===== config.mk =====
export PLATFORM = sky130hd
export DESIGN_NAME = dm_master
export DESIGN_NICKNAME = d
export VERILOG_FILES = /design/src/rtl/dm_master.sv
export SDC_FILE = /design/constraint.sdc
export NUM_CORES = 1
export LEC_CHECK = 0
export ABC_AREA = 1
export CAP_MARGIN = 20
export CORE_MARGIN = 10
export CORE_UTILIZATION = 48
export DETAILED_ROUTE_END_ITERATION = 8
export PLACE_DENSITY = 0.94
export SETUP_SLACK_MARGIN = 0.2
export SYNTH_ARGS = -nofsm -noshare
export SYNTH_HDL_FRONTEND = slang
export SYNTH_SLANG_ARGS = --single-unit

===== constraint.sdc =====
create_clock -name clock -period 4.2 [get_ports clock]
set_clock_uncertainty 0.15 [all_clocks]
set_input_delay 0.42 -clock clock [delete_from_list [all_inputs] [get_ports clock]]
set_output_delay 0.42 -clock clock [all_outputs]
set_load 0.05 [all_outputs]

===== src/rtl/dm_master.sv =====
// Data-memory initiator: turns one byte/half/word load or store into one word bus access.
// Latency: accept at E0, response pulse after E2 with zero-wait memory; each wait cycle adds one.
// Backpressure: Req_Ready is high only in IDLE; the requester holds Req_Valid until accepted.
//
// Ports:
//   clock, reset (async, active low)
//   Req_*      : pipeline request (valid/ready handshake, size, sign, byte address, data)
//   Rsp_*      : one-cycle response pulse with extended load data and error flags
//   DataMem_*  : word-addressed memory bus with big-endian byte-lane write enables
module dm_master #(
    parameter int TIMEOUT_CYCLES = 256
) (
    input  logic        clock,
    input  logic        reset,
    input  logic        Req_Valid,
    output logic        Req_Ready,
    input  logic        Req_Write,
    input  logic [1:0]  Req_Size,
    input  logic        Req_Signed,
    input  logic [31:0] Req_Addr,
    input  logic [31:0] Req_WData,
    output logic        Rsp_Valid,
    output logic [31:0] Rsp_RData,
    output logic        Rsp_AddrErr,
    output logic        Rsp_BusErr,
    output logic        DataMem_Read,
    output logic [3:0]  DataMem_Write,
    output logic [29:0] DataMem_Address,
    output logic [31:0] DataMem_Out,
    input  logic [31:0] DataMem_In,
    input  logic        DataMem_Ready
);

    localparam int WDW = (TIMEOUT_CYCLES > 2) ? $clog2(TIMEOUT_CYCLES) : 1;

    typedef enum logic [1:0] {
        IDLE    = 2'd0,
        ACCESS  = 2'd1,
        RECOVER = 2'd2
    } state_t;

    state_t      state_q, state_d;
    logic        rd_q, rd_d;
    logic [3:0]  wr_q, wr_d;
    logic [29:0] addr_q, addr_d;
    logic [31:0] out_q, out_d;
    logic [1:0]  off_q, off_d;
    logic [1:0]  size_q, size_d;
    logic        sgn_q, sgn_d;
    logic [WDW-1:0] wd_q, wd_d;
    logic        rsp_vld_q, rsp_vld_d;
    logic [31:0] rsp_rdata_q, rsp_rdata_d;
    logic        rsp_aerr_q, rsp_aerr_d;
    logic        rsp_berr_q, rsp_berr_d;

    logic        req_illegal;
    logic [3:0]  req_lanes;
    logic [31:0] req_out;
    logic [7:0]  ld_byte;
    logic [15:0] ld_half;
    logic [31:0] ld_ext;

    always_comb begin
        req_illegal = (Req_Size == 2'b11)
                   || (Req_Size == 2'b01 && Req_Addr[0])
                   || (Req_Size == 2'b10 && Req_Addr[1:0] != 2'b00);
        // Byte offset 0 lives in lane 3 (bits 31:24): big-endian layout.
        case (Req_Size)
            2'b00: begin
                req_lanes = 4'b1000 >> Req_Addr[1:0];
                req_out   = {4{Req_WData[7:0]}};
            end
            2'b01: begin
                req_lanes = Req_Addr[1] ? 4'b0011 : 4'b1100;
                req_out   = {2{Req_WData[15:0]}};
            end
            default: begin
                req_lanes = 4'b1111;
                req_out   = Req_WData;
            end
        endcase
    end

    always_comb begin
        case (off_q)
            2'd0:    ld_byte = DataMem_In[31:24];
            2'd1:    ld_byte = DataMem_In[23:16];
            2'd2:    ld_byte = DataMem_In[15:8];
            default: ld_byte = DataMem_In[7:0];
        endcase
        ld_half = off_q[1] ? DataMem_In[15:0] : DataMem_In[31:16];
        case (size_q)
            2'b00:   ld_ext = {{24{sgn_q & ld_byte[7]}}, ld_byte};
            2'b01:   ld_ext = {{16{sgn_q & ld_half[15]}}, ld_half};
            default: ld_ext = DataMem_In;
        endcase
    end

    always_comb begin
        state_d     = state_q;
        rd_d        = rd_q;
        wr_d        = wr_q;
        addr_d      = addr_q;
        out_d       = out_q;
        off_d       = off_q;
        size_d      = size_q;
        sgn_d       = sgn_q;
        wd_d        = wd_q;
        rsp_vld_d   = 1'b0;
        rsp_rdata_d = 32'd0;
        rsp_aerr_d  = 1'b0;
        rsp_berr_d  = 1'b0;
        case (state_q)
            IDLE: begin
                if (Req_Valid) begin
                    if (req_illegal) begin
                        state_d    = RECOVER;
                        rsp_vld_d  = 1'b1;
                        rsp_aerr_d = 1'b1;
                    end else begin
                        state_d = ACCESS;
                        wd_d    = '0;
                        off_d   = Req_Addr[1:0];
                        size_d  = Req_Size;
                        sgn_d   = Req_Signed;
                        addr_d  = Req_Addr[31:2];
                        rd_d    = ~Req_Write;
                        wr_d    = Req_Write ? req_lanes : 4'b0000;
                        out_d   = Req_Write ? req_out : 32'd0;
                    end
                end
            end
            ACCESS: begin
                if (DataMem_Ready || wd_q == WDW'(TIMEOUT_CYCLES - 1)) begin
                    state_d     = RECOVER;
                    rd_d        = 1'b0;
                    wr_d        = 4'b0000;
                    addr_d      = 30'd0;
                    out_d       = 32'd0;
                    rsp_vld_d   = 1'b1;
                    rsp_berr_d  = ~DataMem_Ready;
                    rsp_rdata_d = (DataMem_Ready && rd_q) ? ld_ext : 32'd0;
                end else begin
                    wd_d = wd_q + WDW'(1);
                end
            end
            // The memory's registered ack is still high here; ignore it.
            default: state_d = IDLE;
        endcase
    end

    always_ff @(posedge clock or negedge reset) begin
        if (!reset) begin
            state_q     <= IDLE;
            rd_q        <= 1'b0;
            wr_q        <= 4'b0000;
            addr_q      <= 30'd0;
            out_q       <= 32'd0;
            off_q       <= 2'd0;
            size_q      <= 2'd0;
            sgn_q       <= 1'b0;
            wd_q        <= '0;
            rsp_vld_q   <= 1'b0;
            rsp_rdata_q <= 32'd0;
            rsp_aerr_q  <= 1'b0;
            rsp_berr_q  <= 1'b0;
        end else begin
            state_q     <= state_d;
            rd_q        <= rd_d;
            wr_q        <= wr_d;
            addr_q      <= addr_d;
            out_q       <= out_d;
            off_q       <= off_d;
            size_q      <= size_d;
            sgn_q       <= sgn_d;
            wd_q        <= wd_d;
            rsp_vld_q   <= rsp_vld_d;
            rsp_rdata_q <= rsp_rdata_d;
            rsp_aerr_q  <= rsp_aerr_d;
            rsp_berr_q  <= rsp_berr_d;
        end
    end

    assign Req_Ready       = (state_q == IDLE);
    assign Rsp_Valid       = rsp_vld_q;
    assign Rsp_RData       = rsp_rdata_q;
    assign Rsp_AddrErr     = rsp_aerr_q;
    assign Rsp_BusErr      = rsp_berr_q;
    assign DataMem_Read    = rd_q;
    assign DataMem_Write   = wr_q;
    assign DataMem_Address = addr_q;
    assign DataMem_Out     = out_q;

endmodule


==> results of run 1 <==
per-stage QoR:
stage               utilization [%]  instances
finish                         74.3       1015
global route                   74.3       1015
CTS                            74.3       1015
detailed placement             68.8        984
global placement               68.8        984
floorplan                         -        665
registers in the layout, indices dropped and copies added, names as in the netlist, 2 cells and up:
name,count
state_q,2
DataMem_Write,4
Rsp_RData,32
size_q,2
DataMem_Out,32
off_q,2
wd_q,8
DataMem_Address,30
logic make-up after synthesis:
logic type                 count (synthesis)  synth area share (%)
buffers and inverters                     60                  5.59
DFF                                      117                  53.6
adders and majority gates                  1                 0.229
and+or+nand+nor                          391                  30.6
xor gates and xnor gates                   3                 0.481
AOI/OAI and AO/OA                         92                  9.26
muxes                                      1                 0.183
area by class of cell:
type / instances / area share, %
multi-input combinational: 488 / 27.3
inverter: 23 / 1.06
sequential: 117 / 35.9
clock buffer: 23 / 5.98
clock inverter: 8 / 1.50
timing repair buffer: 216 / 26.2
tap: 140 / 2.15
placed cells by master (no fill, tap or decap), drive strengths merged, types with 2 or more instances in the layout:
master and instances:
buf 11, nand4 3, nand3 79, nand2 226, nor2 71, nand3b 6, clkbuf 23, clkinv 4
a21oi 35, or2 2, nor3 3, inv 21, o21ai 41, bufinv 3, clkdlybuf4s50 205, dfrtp 117
clkinvlp 3, o221ai 6, xor2 3, o22ai 8
worst max-delay path: stages:
cell and delay, ps:
clkdlybuf4s50_1 560, inv_1 210, o21ai_2 230, o21ai_2 100, nand2_1 90, nand2_2 70
nand2_2 510, buf_4 400, nand2_1 100, nand2_1 80
per-layer routing:
layer	up-vias	GRT usage, %	routed length (um)
met5	-	0	0
met4	0	7.50	456
met3	35	8.70	1780
met2	295	36.1	8770
met1	2588	27.4	7470
li1	2575	-	-
path summary, 6_finish.rpt:
kind | endpoint | slack [ps] | cells past startpoint | startpoint
worst max register to register | DataMem_Read$_DFFE_PN0P_ | 1780 | 9 | wd_q[0]$_DFFE_PN0P_
min in group clock | DataMem_Write[2]$_DFFE_PN0P_ | 320 | 2 | DataMem_Write[2]$_DFFE_PN0P_
worst min-delay path | DataMem_Address[19]$_DFFE_PN0P_ | -20 | 1 | reset
worst min register to register | DataMem_Write[2]$_DFFE_PN0P_ | 320 | 2 | DataMem_Write[2]$_DFFE_PN0P_
max in group asynchronous | Rsp_RData[30]$_DFF_PN0_ | 3020 | 2 | reset
worst max-delay path | DataMem_Read$_DFFE_PN0P_ | 1580 | 10 | Req_Size[0]
where the power goes:
group | leakage, nW | internal (mW) | switching (mW)
clock | 0.291 | 0.991 | 0.490
sequential | 1.54 | 1.41 | 0.196
combinational | 2.10 | 0.739 | 1.65
==> summary.md, run 1 <==
| Metric | Value |
|---|---|
| Status | `complete, but fails checks` |
| Failing checks | `negative hold slack` |
| Count of cell types in the netlist | `31` |
| TNS Setup | `0 ps` |
| Area grow syn2layout | `49.5%` |
| Share of cells above drive strength 1 | `7.43%` |
| Worst skew pair latency | `400 ps` |
| Post-Layout Inst Area | `8160 um2` |
| Top cell type's share of synthesized area | `53.6%` |
| Max Cap Viol | `0` |
| Post-CTS Resized | `0` |
| Cell area after synthesis | `5460 um2` |
| Post-synth EDFFs | `0` |
| Register area | `2930 um2` |
| DR iter-0 viols | `629` |
| TritonCTS clock tree | `yes` |
| Tcrit/Tclk final | `62.4%` |
| Gr ovfl total | `0` |
| Classification of the worst setup path | `primary input to register` |
| Cell Pwr Density | `671 nW/um2` |
| Via Count | `5,493` |
| Dpl cell area | `7550 um2` |
| Static Leak | `3.94 nW` |
| Most common flop cell mapped by yosys | `dfrtp_1` |
| Most frequent cells after synthesis | `nand2_1, dfrtp_1, nand3_1` |
| Die Height | `127 um` |
| Vias per cell | `5.41` |
| Post-DP HPWL | `13,400 um` |
| DR WL/cell | `18.2 um` |
| RePlAce Congestion | `0.900` |
| Initial antenna violation count | `0` |
| Setup crit start kind | `primary input` |
| Core ar. | `11,000 um2` |
| RSZ-0062 raised after global routing | `no` |
| Worst hold margin | `-21.1 ps` |
| I/O pins | `207` |
| Synth top area cells | `dfrtp_1, nand2_1, nand3_1` |
| DRT antenna net count | `0` |
| Layout fillers | `761` |
| Number of global-route vias before repair | `5,538` |
| Post-route DRC | `0` |
| Pin count of the biggest net entering global routing | `69` |
| Nets | `968` |
| Critical path endpoint category | `register` |
| Setup ws final | `1580 ps` |
| Root Driver | `clkbuf_16` |
| Sink Count | `117` |
| Synth Register Bits | `117` |
| Post-place setup slack | `1230 ps` |
| Syn nets | `770` |
| Final number of hold-violating endpoints | `20` |
| CTS Hold Bufs | `0` |
| Syn Area/Cell | `8.21 um2` |
| Max Slew Vio Count | `0` |
| Drt first pass iters | `6` |
| Global-route wire length before repair | `29,500 um` |
| GRT Total Usage | `22.6%` |
| Synth Instances | `665` |
| DIE AREA | `16,000 um2` |
| Yosys warnings | `0` |
| Sequential-to-total area share from yosys stat | `53.6%` |
| Final WL | `18,500 um` |
| Die width | `127 um` |
| Async SR Flop Fraction | `100%` |
| Max Clk Rate | `381 MHz` |
| Final Critical Period | `2620 ps` |
| Setup repair bufs after CTS | `0` |
| Arrival time worst endpoint | `2790 ps` |
| CTS buffer count | `17` |
| CTS clock-pin slew for the worst setup and hold paths | `50 ps` |
| Bufs on Longest Clock Path | `2` |
| IO buf count | `206` |
| Starting Density | `49.7%` |
| Maximum vdd drop | `0.000483 V` |
| Crit path max fanout | `37` |
| Total chip power | `5.48 mW` |
| Largest area contributor in the netlist | `dfrtp_1` |
| Final setup vio count | `0` |
| HP Class | `primary input to async pin` |
| Std-Cell Rows | `38` |
| H-tree Lvls | `4` |
| Multi-input logic area | `2230 um2` |
| WP data required | `4370 ps` |
| Worst slew margin relative to its limit | `43.9%` |
| Worst-Margin Slew | `842 ps` |
| Top-count cell post-synth | `nand2_1` |
| Ant diodes | `0` |
Power figures use the tool's default switching activity.
==> inputs of run 2 (changes only) <==
--- a/config.mk
+++ b/config.mk
@@ -8,9 +8,9 @@
 export ABC_AREA = 1
 export CAP_MARGIN = 20
 export CORE_MARGIN = 10
-export CORE_UTILIZATION = 48
+export CORE_UTILIZATION = 44
 export DETAILED_ROUTE_END_ITERATION = 8
-export PLACE_DENSITY = 0.94
+export PLACE_DENSITY = 0.88
 export SETUP_SLACK_MARGIN = 0.2
 export SYNTH_ARGS = -nofsm -noshare
 export SYNTH_HDL_FRONTEND = slang
==> constraint.sdc (replaced) <==
create_clock -name clock -period 2.7 [get_ports clock]
set_clock_uncertainty 0.15 [all_clocks]
set_input_delay 0.27 -clock clock [delete_from_list [all_inputs] [get_ports clock]]
set_output_delay 0.27 -clock clock [all_outputs]
set_load 0.05 [all_outputs]
==> run 2 against run 1 <==
The run now ends clean. Worst hold slack better by 100 ps. Core utilization decreased by 6.0 points. Via count down 0.51%. Wire length decreased by 2.0%. First-iteration DRC count is 13% lower. Register-to-register slack got worse by 1100 ps. Highest routed layer unchanged.
==> summary.md, run 2 (synthesis gave the netlist of run 1 again) <==
| Metric | Value |
|---|---|
| RePlAce Congestion | `0.890 (-1.2%)` |
| Worst-Margin Slew | `609 ps (-233 ps)` |
| Static Leak | `3.97 nW (+0.76%)` |
| Die width | `131 um (+3.7%)` |
| Initial antenna violation count | `0 (unchanged)` |
| Critical-path cell list | `nor2_1 -> clkdlybuf4s50_1` |
| R2R Setup Slk | `640 ps (-1140 ps)` |
| Layout fillers | `938 (+23%)` |
| Number of global-route vias before repair | `5,321 (-3.9%)` |
| Max Slew Vio Count | `0 (unchanged)` |
| Flop pwr share | `29.5% (about the same)` |
| Final setup vio count | `0 (unchanged)` |
| Root Driver | `clkbuf_16` |
| DRT antenna net count | `0 (unchanged)` |
| Ant diodes | `0 (unchanged)` |
| Arrival time worst endpoint | `1960 ps (-830 ps)` |
| Worst skew pair latency | `410 ps (about the same)` |
| P_int | `4.83 mW (+54%)` |
| GRT Max-Usage Layer | `met2` |
| Core ar. | `12,100 um2 (+9.8%)` |
| Drt first pass iters | `7 (+1)` |
| Met3 usage | `6.59% (-2.1 points)` |
| Clock share of power | `26.2% (-0.8 points)` |
| DIE AREA | `17,300 um2 (+7.6%)` |
| Critical path endpoint category | `output pin` |
| Most frequent cells in the layout | `nand2_1, clkdlybuf4s50_1, dfrtp_1` |
| Slowest CP cell | `clkdlybuf4s50_1` |
| Pin count of the biggest net entering global routing | `68 (-1.4%)` |
| Sw Share | `42.8% (+0.17 points)` |
| Crit path max fanout | `3 (-92%)` |
| CP max stage delay | `870 ps (+310 ps)` |
| Global-route wire length before repair | `28,900 um (-2.1%)` |
| Via Count | `5,465 (-0.51%)` |
| Max Cap Viol | `0 (unchanged)` |
| Max Clk Rate | `421 MHz` |
| Classification of the worst setup path | `register to output pin` |
| Worst slew margin relative to its limit | `59.4% (+16 points)` |
| Status | `finished, final reports clean` |
| H-tree Lvls | `4 (unchanged)` |
| I/O pins | `207 (unchanged)` |
| Comb pwr share | `44.2% (+0.6 points)` |
| TritonCTS clock tree | `yes` |
| CTS clock-pin slew for the worst setup and hold paths | `50 ps (about the same)` |
| WP data required | `2280 ps (-2090 ps)` |
| Final WL | `18,100 um (-2.0%)` |
| RSZ-0062 raised after global routing | `no` |
| HP Class | `primary input to async pin` |
| FF-to-FF Start | `wd_q[0]$_DFFE_PN0P_` |
| Share of cells above drive strength 1 | `7.85% (+0.42 points)` |
| Sink Count | `117 (unchanged)` |
| DR iter-0 viols | `549 (-13%)` |
| TNS Setup | `0 ps (unchanged)` |
| IO buf count | `206 (unchanged)` |
| Die Height | `131 um (+3.7%)` |
| Switching pwr | `3.61 mW (+55%)` |
| Setup repair bufs after CTS | `0 (unchanged)` |
| Maximum vdd drop | `0.000661 V (+37%)` |
| Most common cell after layout, fill and taps aside | `nand2_1` |
| GRT Total Usage | `20.6% (-2.0 points)` |
| Post-route DRC | `0 (unchanged)` |
| Met2 Track Usage GR | `33.1% (-3.0 points)` |
| Std-Cell Rows | `40 (+5.3%)` |
| CTS buffer count | `17 (unchanged)` |
| Vias per cell | `5.22 (-3.6%)` |
| Area grow syn2layout | `50.9%` |
| Reg2reg end | `DataMem_Address[8]$_DFFE_PN0P_` |
| Starting Density | `45.3% (-4.4 points)` |
| Cell Pwr Density | `1020 nW/um2 (+53%)` |
| Post-DP HPWL | `13,100 um (-2.5%)` |
| Setup crit start kind | `register` |
| DR WL/cell | `17.3 um (-5.0%)` |
| Total chip power | `8.44 mW (+54%)` |
| Met1 usage | `25.7% (-1.7 points)` |
| Bufs on Longest Clock Path | `2 (unchanged)` |
| Final Critical Period | `2380 ps` |
| Final number of hold-violating endpoints | `0 (-100%)` |
| Gr ovfl total | `0 (unchanged)` |
| Worst reg-to-reg path cell count | `9 (unchanged)` |
| Nets | `973 (+0.52%)` |
| Tcrit/Tclk final | `88.0%` |
==> run 2: cell count changes in the layout (fill, tap and decap cells not counted), sizes merged <==
cell	delta
dlygate4sd3	+1
clkinv	+4
clkinvlp	-1
buf	+4
clkbuf	-4
==> run 2: per-layer routing <==
metal	up-vias	routed length [um]	share of wire, %
met2	310	8610	48
met3	31	1700	9.4
met5	-	0	0
met1	2538	7480	41
met4	0	307	1.7
li1	2586	-	-
==> run 2: worst max-delay path: cells and delay by family (launching register included) <==
kind / cells / cell delay, ps
simple gates: 1 / 270
buf+inv: 1 / 870
flops: 1 / 410
==> run 2: timing repair <==
action,CTS,global route
endpoints found under the hold margin,117,0
gates resized for setup,0,0
hold buffers,1,0
endpoints found under the setup margin,0,0
==> run 2: cell type report <==
type	instances	area [um2]	share of cell area [%]
clock inverter	11	135	1.64
clock buffer	19	443	5.37
inverter	23	86.3	1.05
tap	168	210	2.55
multi-input combinational	488	2230	27.0
sequential	117	2930	35.5
timing repair buffer	221	2210	26.8
==> run 2: power by group through the flow <==
stage          logic, mW  registers (mW)  clock network (mW)
6_report            3.74            2.49                2.21
5_1_grt             3.97            2.55                2.32
4_1_cts             3.77            2.49                2.24
3_5_place_dp        3.75            2.50                   0
3_3_place_gp        3.69            2.50                   0
2_1_floorplan       1.00            3.85                   0
==> run 2: through the flow <==
stage / std cells / instance area [um2] / setup slack, ps / utilization (%) / hold slack, ps
after floorplan: 665 / 5460 / 683 / - / -176
after global placement: 1016 / 7650 / 550 / 63.5 / -49.3
after detailed placement: 1016 / 7650 / 540 / 63.5 / -47.5
after CTS: 1047 / 8240 / 299 / 68.3 / 69.9
after global routing: 1047 / 8240 / 246 / 68.3 / 76.9
final: 1047 / 8240 / 324 / 68.3 / 80.2
==> run 2: worst max-delay path by stage <==
| stage | start | endpoint | slack [ps] | cells after the start |
|---|---|---|---|---|
| final | state_q[1]$_DFFE_PN0P_ | Req_Ready | 320 | 2 |
| after floorplan | state_q[1]$_DFFE_PN0P_ | wd_q[6]$_DFFE_PN0P_ | 680 | 5 |
| after global placement | Req_Write | DataMem_Out[18]$_DFFE_PN0P_ | 550 | 7 |
| after CTS | state_q[1]$_DFFE_PN0P_ | Req_Ready | 300 | 2 |
| after detailed placement | Req_Size[1] | DataMem_Address[3]$_DFFE_PN0P_ | 540 | 10 |
| after global routing | state_q[1]$_DFFE_PN0P_ | Req_Ready | 250 | 2 |
